### src/rtl/count_scheduler.sv
// count_scheduler: round-robin arbiter and FSM sharing one wrap-around up/down counter between two requesters.
module count_scheduler #(
  parameter int WIDTH = 16
) (
  input  logic             CLK,
  input  logic             RST,
  input  logic             REQ0,
  input  logic             DIR0,
  input  logic [WIDTH-1:0] STEPS0,
  input  logic             REQ1,
  input  logic             DIR1,
  input  logic [WIDTH-1:0] STEPS1,
  input  logic             ABORT,
  input  logic             PRESET,
  input  logic [WIDTH-1:0] PRESET_VAL,
  output logic             ACK0,
  output logic             ACK1,
  output logic             DONE0,
  output logic             DONE1,
  output logic [1:0]       GNT,
  output logic             BUSY,
  output logic [WIDTH-1:0] COUNT
);
  typedef enum logic [1:0] {IDLE, RUN, FIN} state_t;
  state_t state_q, state_d;
  logic [WIDTH-1:0] count_q, count_d, rem_q, rem_d, steps;
  logic [1:0] gnt_q, gnt_d;
  logic dir_q, dir_d, last_q, last_d, win1;
  logic ack0_q, ack0_d, ack1_q, ack1_d, done0_q, done0_d, done1_q, done1_d, busy_q, busy_d;
  // On a tie the requester that did not win last time takes the counter.
  assign win1 = REQ1 & (~REQ0 | ~last_q);
  assign steps = win1 ? STEPS1 : STEPS0;
  always_comb begin
    state_d = state_q;
    count_d = count_q;
    rem_d = rem_q;
    gnt_d = gnt_q;
    dir_d = dir_q;
    last_d = last_q;
    ack0_d = 1'b0;
    ack1_d = 1'b0;
    if (state_q == IDLE) begin
      if (PRESET) count_d = PRESET_VAL;
      if (REQ0 | REQ1) begin
        gnt_d = win1 ? 2'b10 : 2'b01;
        ack0_d = ~win1;
        ack1_d = win1;
        dir_d = win1 ? DIR1 : DIR0;
        rem_d = steps;
        last_d = win1;
        state_d = (steps == '0) ? FIN : RUN;
      end
    end else if (state_q == RUN) begin
      if (ABORT) state_d = FIN;
      else begin
        count_d = dir_q ? count_q + WIDTH'(1) : count_q - WIDTH'(1);
        rem_d = rem_q - WIDTH'(1);
        if (rem_q == WIDTH'(1)) state_d = FIN;
      end
    end else begin
      state_d = IDLE;
      gnt_d = 2'b00;
    end
    done0_d = (state_d == FIN) & gnt_d[0];
    done1_d = (state_d == FIN) & gnt_d[1];
    busy_d = state_d != IDLE;
  end
  always_ff @(posedge CLK) begin
    if (RST) begin
      state_q <= IDLE;
      count_q <= '0;
      rem_q <= '0;
      gnt_q <= 2'b00;
      dir_q <= 1'b0;
      last_q <= 1'b1;
      ack0_q <= 1'b0;
      ack1_q <= 1'b0;
      done0_q <= 1'b0;
      done1_q <= 1'b0;
      busy_q <= 1'b0;
    end else begin
      state_q <= state_d;
      count_q <= count_d;
      rem_q <= rem_d;
      gnt_q <= gnt_d;
      dir_q <= dir_d;
      last_q <= last_d;
      ack0_q <= ack0_d;
      ack1_q <= ack1_d;
      done0_q <= done0_d;
      done1_q <= done1_d;
      busy_q <= busy_d;
    end
  end
  assign ACK0 = ack0_q;
  assign ACK1 = ack1_q;
  assign DONE0 = done0_q;
  assign DONE1 = done1_q;
  assign GNT = gnt_q;
  assign BUSY = busy_q;
  assign COUNT = count_q;
endmodule

### config.mk
export PLATFORM = sky130hd
export DESIGN_NAME = count_scheduler
export DESIGN_NICKNAME = d
export VERILOG_FILES = /design/src/rtl/count_scheduler.sv
export SDC_FILE = /design/constraint.sdc
export NUM_CORES = 1
export LEC_CHECK = 0
export CORE_UTILIZATION = 46
export CTS_BUF_LIST = sky130_fd_sc_hd__clkbuf_4 sky130_fd_sc_hd__clkbuf_8
export CTS_CLUSTER_SIZE = 25
export DETAILED_ROUTE_END_ITERATION = 12
export HOLD_SLACK_MARGIN = 0.08
export PLACE_DENSITY = 0.86
export RECOVER_POWER = 25
export SLEW_MARGIN = 10
export SYNTH_ARGS = -nofsm -noshare
export SYNTH_HDL_FRONTEND = slang
export SYNTH_SLANG_ARGS = --single-unit
### constraint.sdc
create_clock -name CLK -period 2.65 [get_ports CLK]
set_input_delay 0.53 -clock CLK [delete_from_list [all_inputs] [get_ports CLK]]
set_output_delay 0.53 -clock CLK [all_outputs]
set_load 0.005 [all_outputs]
==> run_results.csv <==
group,metric,value,unit
outcome,outcome,"finished with violations",
outcome,violations,"design-rule violations",
sta,slew_headroom,0.682,
sta,maxSlewViolCount,0,
global_routing,grt_pass1_wl,15000,um
sta,timing.final.hold_violations,0,
die,dieArea,7210,um^2
route,wire_per_inst,16.0,um
logic_synthesis,synth_compound_area_frac,0.283,
logic_synthesis,synthXorXnorAreaFrac,0.0166,
logic_synthesis,yosys.area.top_type_share,0.272,
logic_synthesis,synth_fa_ha_area_frac,0.0696,
clocking,cts_max_path_buffers,2,
route,num_vias,3575,
logic_synthesis,synth-edff-count,0,
die,core,6490,um^2
placement,dp_cells,569,
finish,nFillCells,560,
logic_synthesis,synthArstFlopShare,0,
logic_synthesis,yosysUniqueCellTypes,62,
worst_setup_path,cp-end-kind,"register",
placement,placed_area,4080,um^2
worst_setup_path,cp.buffers_inverters,3,
placement,dp_hpwl,6910,um
logic_synthesis,synth_seq_area_share,0.272,
route,via_per_inst,6.19,
sta,setup_slack,0.137,ns
min_path,hp-class,"reg -> reg",
logic_synthesis,synth_top_cell_by_area,"dfxtp_1",
clocking,root_buffer,"clkbuf_8",
sta,min_period_over_period,0.948,
die,dieWidth,84.9,um
die,die_y,84.9,um
sta,setup_viol,0,
worst_setup_path,critPathMaxFanout,7,
pwr,ir_worst_vdd,249,uV
global_routing,grt_overflow_total,0,
finish,fin_cells,578,
logic_synthesis,syn_area,3160,um^2
logic_synthesis,netlist_top_cells_area,"dfxtp_1 27%, a21oi_1 6.8%, ha_1 6.3%",
finish,area_growth,32.2,%
worst_setup_path,critPathSlowestCell,"dfxtp_1",
sta,rsz0062_at_grt,"yes",
finish,stdcell_area,4180,um^2
worst_setup_path,crit_chain,"clkinvlp_4 > buf_2 > buf_4 > ha_1 > a21oi_2 > o21ai_1 > a211o_1 > a221oi_2 > mux2i_1 > a31oi_1",
placement,gp_congestion,0.930,
logic_synthesis,yosysMostFrequentCell,"nand2_1",
clocking,cts_tree,"built",
logic_synthesis,synth-seq-cells,43,
worst_setup_path,critPathKind,"reg -> reg",
global_routing,grt_pass1_vias,3274,
worst_setup_path,crit_arrival,2.69,ns
logic_synthesis,ys.flop_type,"dfxtp_1",
route,drtAntennaViolNets,0,
min_path,hold_start,"rem_q[1]$_SDFFE_PP0P_",
pwr,power_density,603,nW/um^2
clocking,cts.reportedPaths.clkPinSlew,0.08,ns
logic_synthesis,yosys_warnings,0,
clocking,cts_sinks,43,
sta,tightest_slew,0.465,ns
finish,drive_above_1_share,0.0739,
route,first_iter_violations,150,
clocking,worstSkewPairLatency,0.29,ns
route,drc_errors,5,
logic_synthesis,avgSynthCellArea,7.42,um^2
route,routed_wl,9240,um
route,dr.pass1.iters,9,
placement,dpl_worst_slack,-0.0203,ns
worst_setup_path,crit_start,"dir_q$_SDFFE_PP0P_",
sta,finClkSkew,0.00582,ns
global_routing,antenna_found_initial,0,
die,placementRows,29,
sta,fin_setup_tns,0,ns
logic_synthesis,netlist_instances,426,
placement,portBuffers,78,
worst_setup_path,critPathTopFamily,"compound AO/OA/AOI/OAI gates",
logic_synthesis,syn_nets,499,
clocking,numCtsBuffers,5,
sta,hold_ws,0.493,ns
worst_setup_path,critPathRequiredTime,2.83,ns
finish,post-route-util,0.643,
flow_run,maxCapViolations,0,
logic_synthesis,yosys.area_share.simple,0.271,
logic_synthesis,yosys-top-cells-count,"47 x nand2_1, 46 x nor2_1, 43 x a21oi_1, 43 x dfxtp_1",
die,start_util,0.487,
die,io_pins,79,
global_routing,grt_max_degree,39,
worst_setup_path,cpPeakStageDelay,0.38,ns
finish,diodes,0,
pwr,total_power,2.52,mW
worst_setup_path,worstReg2RegStart,"dir_q$_SDFFE_PP0P_",
logic_synthesis,synth_top_family_by_area,"compound AO/OA/AOI/OAI gates",
clocking,htree_levels,2,
sta,fmax,398,MHz
logic_synthesis,synth_mux_area_frac,0.0380,
sta,fin_crit,2.51,ns
finish,fin_nets,575,
global_routing,track_usage,0.259,
pwr,p_leak,1.66,nW
worst_setup_path,start_kind,"register",
[area by class of cell]
type / instances / area, um^2 / share of cell area
clock buffer: 6 / 76.3 / 0.0183
tap: 77 / 96.3 / 0.0231
timing repair buffer: 97 / 955 / 0.228
multi-input combinational: 347 / 2160 / 0.516
inverter: 8 / 33.8 / 0.00808
sequential: 43 / 861 / 0.206
[state kept, by name, summed over array words and instances (netlist names)]
signal / cells
COUNT: 16
rem_q: 16
GNT: 2
state_q: 2
ACK0: 1
ACK1: 1
BUSY: 1
DONE0: 1
DONE1: 1
dir_q: 1
last_q: 1
[timing repair]
item | 4_1_cts | 5_1_grt
setup buffers | 0 | 3
endpoints found under the setup margin | 0 | 2
gates resized for setup | 0 | 4
hold buffers | 0 | 0
[cells by family (layout without fill, tap and decap cells)]
kind of cell / Yosys count / count (layout)
XOR/XNOR: 6 / 6
AO/OA/AOI/OAI: 137 / 137
multiplexers: 12 / 12
adder cells (fa/ha/maj): 17 / 17
buffers and inverters: 36 / 111
flip-flops: 43 / 43
AND/OR/NAND/NOR: 175 / 175
[tightest hold or removal path, delay by kind of cell, from the launching register on]
kind | cells | cell delay, ns
compound gates | 1 | 0.05
flops | 1 | 0.34
simple gates | 1 | 0.06
[final timing paths]
kind,slack (ns),depth (start not counted),endpoint
max reg2reg,0.14,10,COUNT[15]$_SDFFE_PP0P_
max,0.14,10,COUNT[15]$_SDFFE_PP0P_
min,0.49,2,rem_q[1]$_SDFFE_PP0P_
min reg2reg,0.49,2,rem_q[1]$_SDFFE_PP0P_
[layout by cell type, fill, tap and decap left out, drive strengths merged, types with 8 or more instances in the layout]
cell type / count
dlygate4sd3: 13
dfxtp: 43
nand2: 47
nor4: 12
mux2i: 12
nand4: 8
buf: 18
nor2: 46
ha: 16
a211oi: 15
o21ai: 23
nand3: 13
a21oi: 44
nor3: 23
clkdlybuf4s50: 65
[metal layers]
layer | up-vias | GRT usage | share of wire
met1 | 1646 | 0.315 | 0.41
met4 | 0 | 0.0847 | 0.024
li1 | 1754 | - | -
met2 | 154 | 0.467 | 0.50
met3 | 21 | 0.0418 | 0.067
met5 | - | 0 | 0
[power by group]
part / internal [mW] / switching, mW
Combinational: 0.604 / 0.695
Sequential: 0.732 / 0.0879
Clock: 0.186 / 0.214
Power figures use the tool's default switching activity.
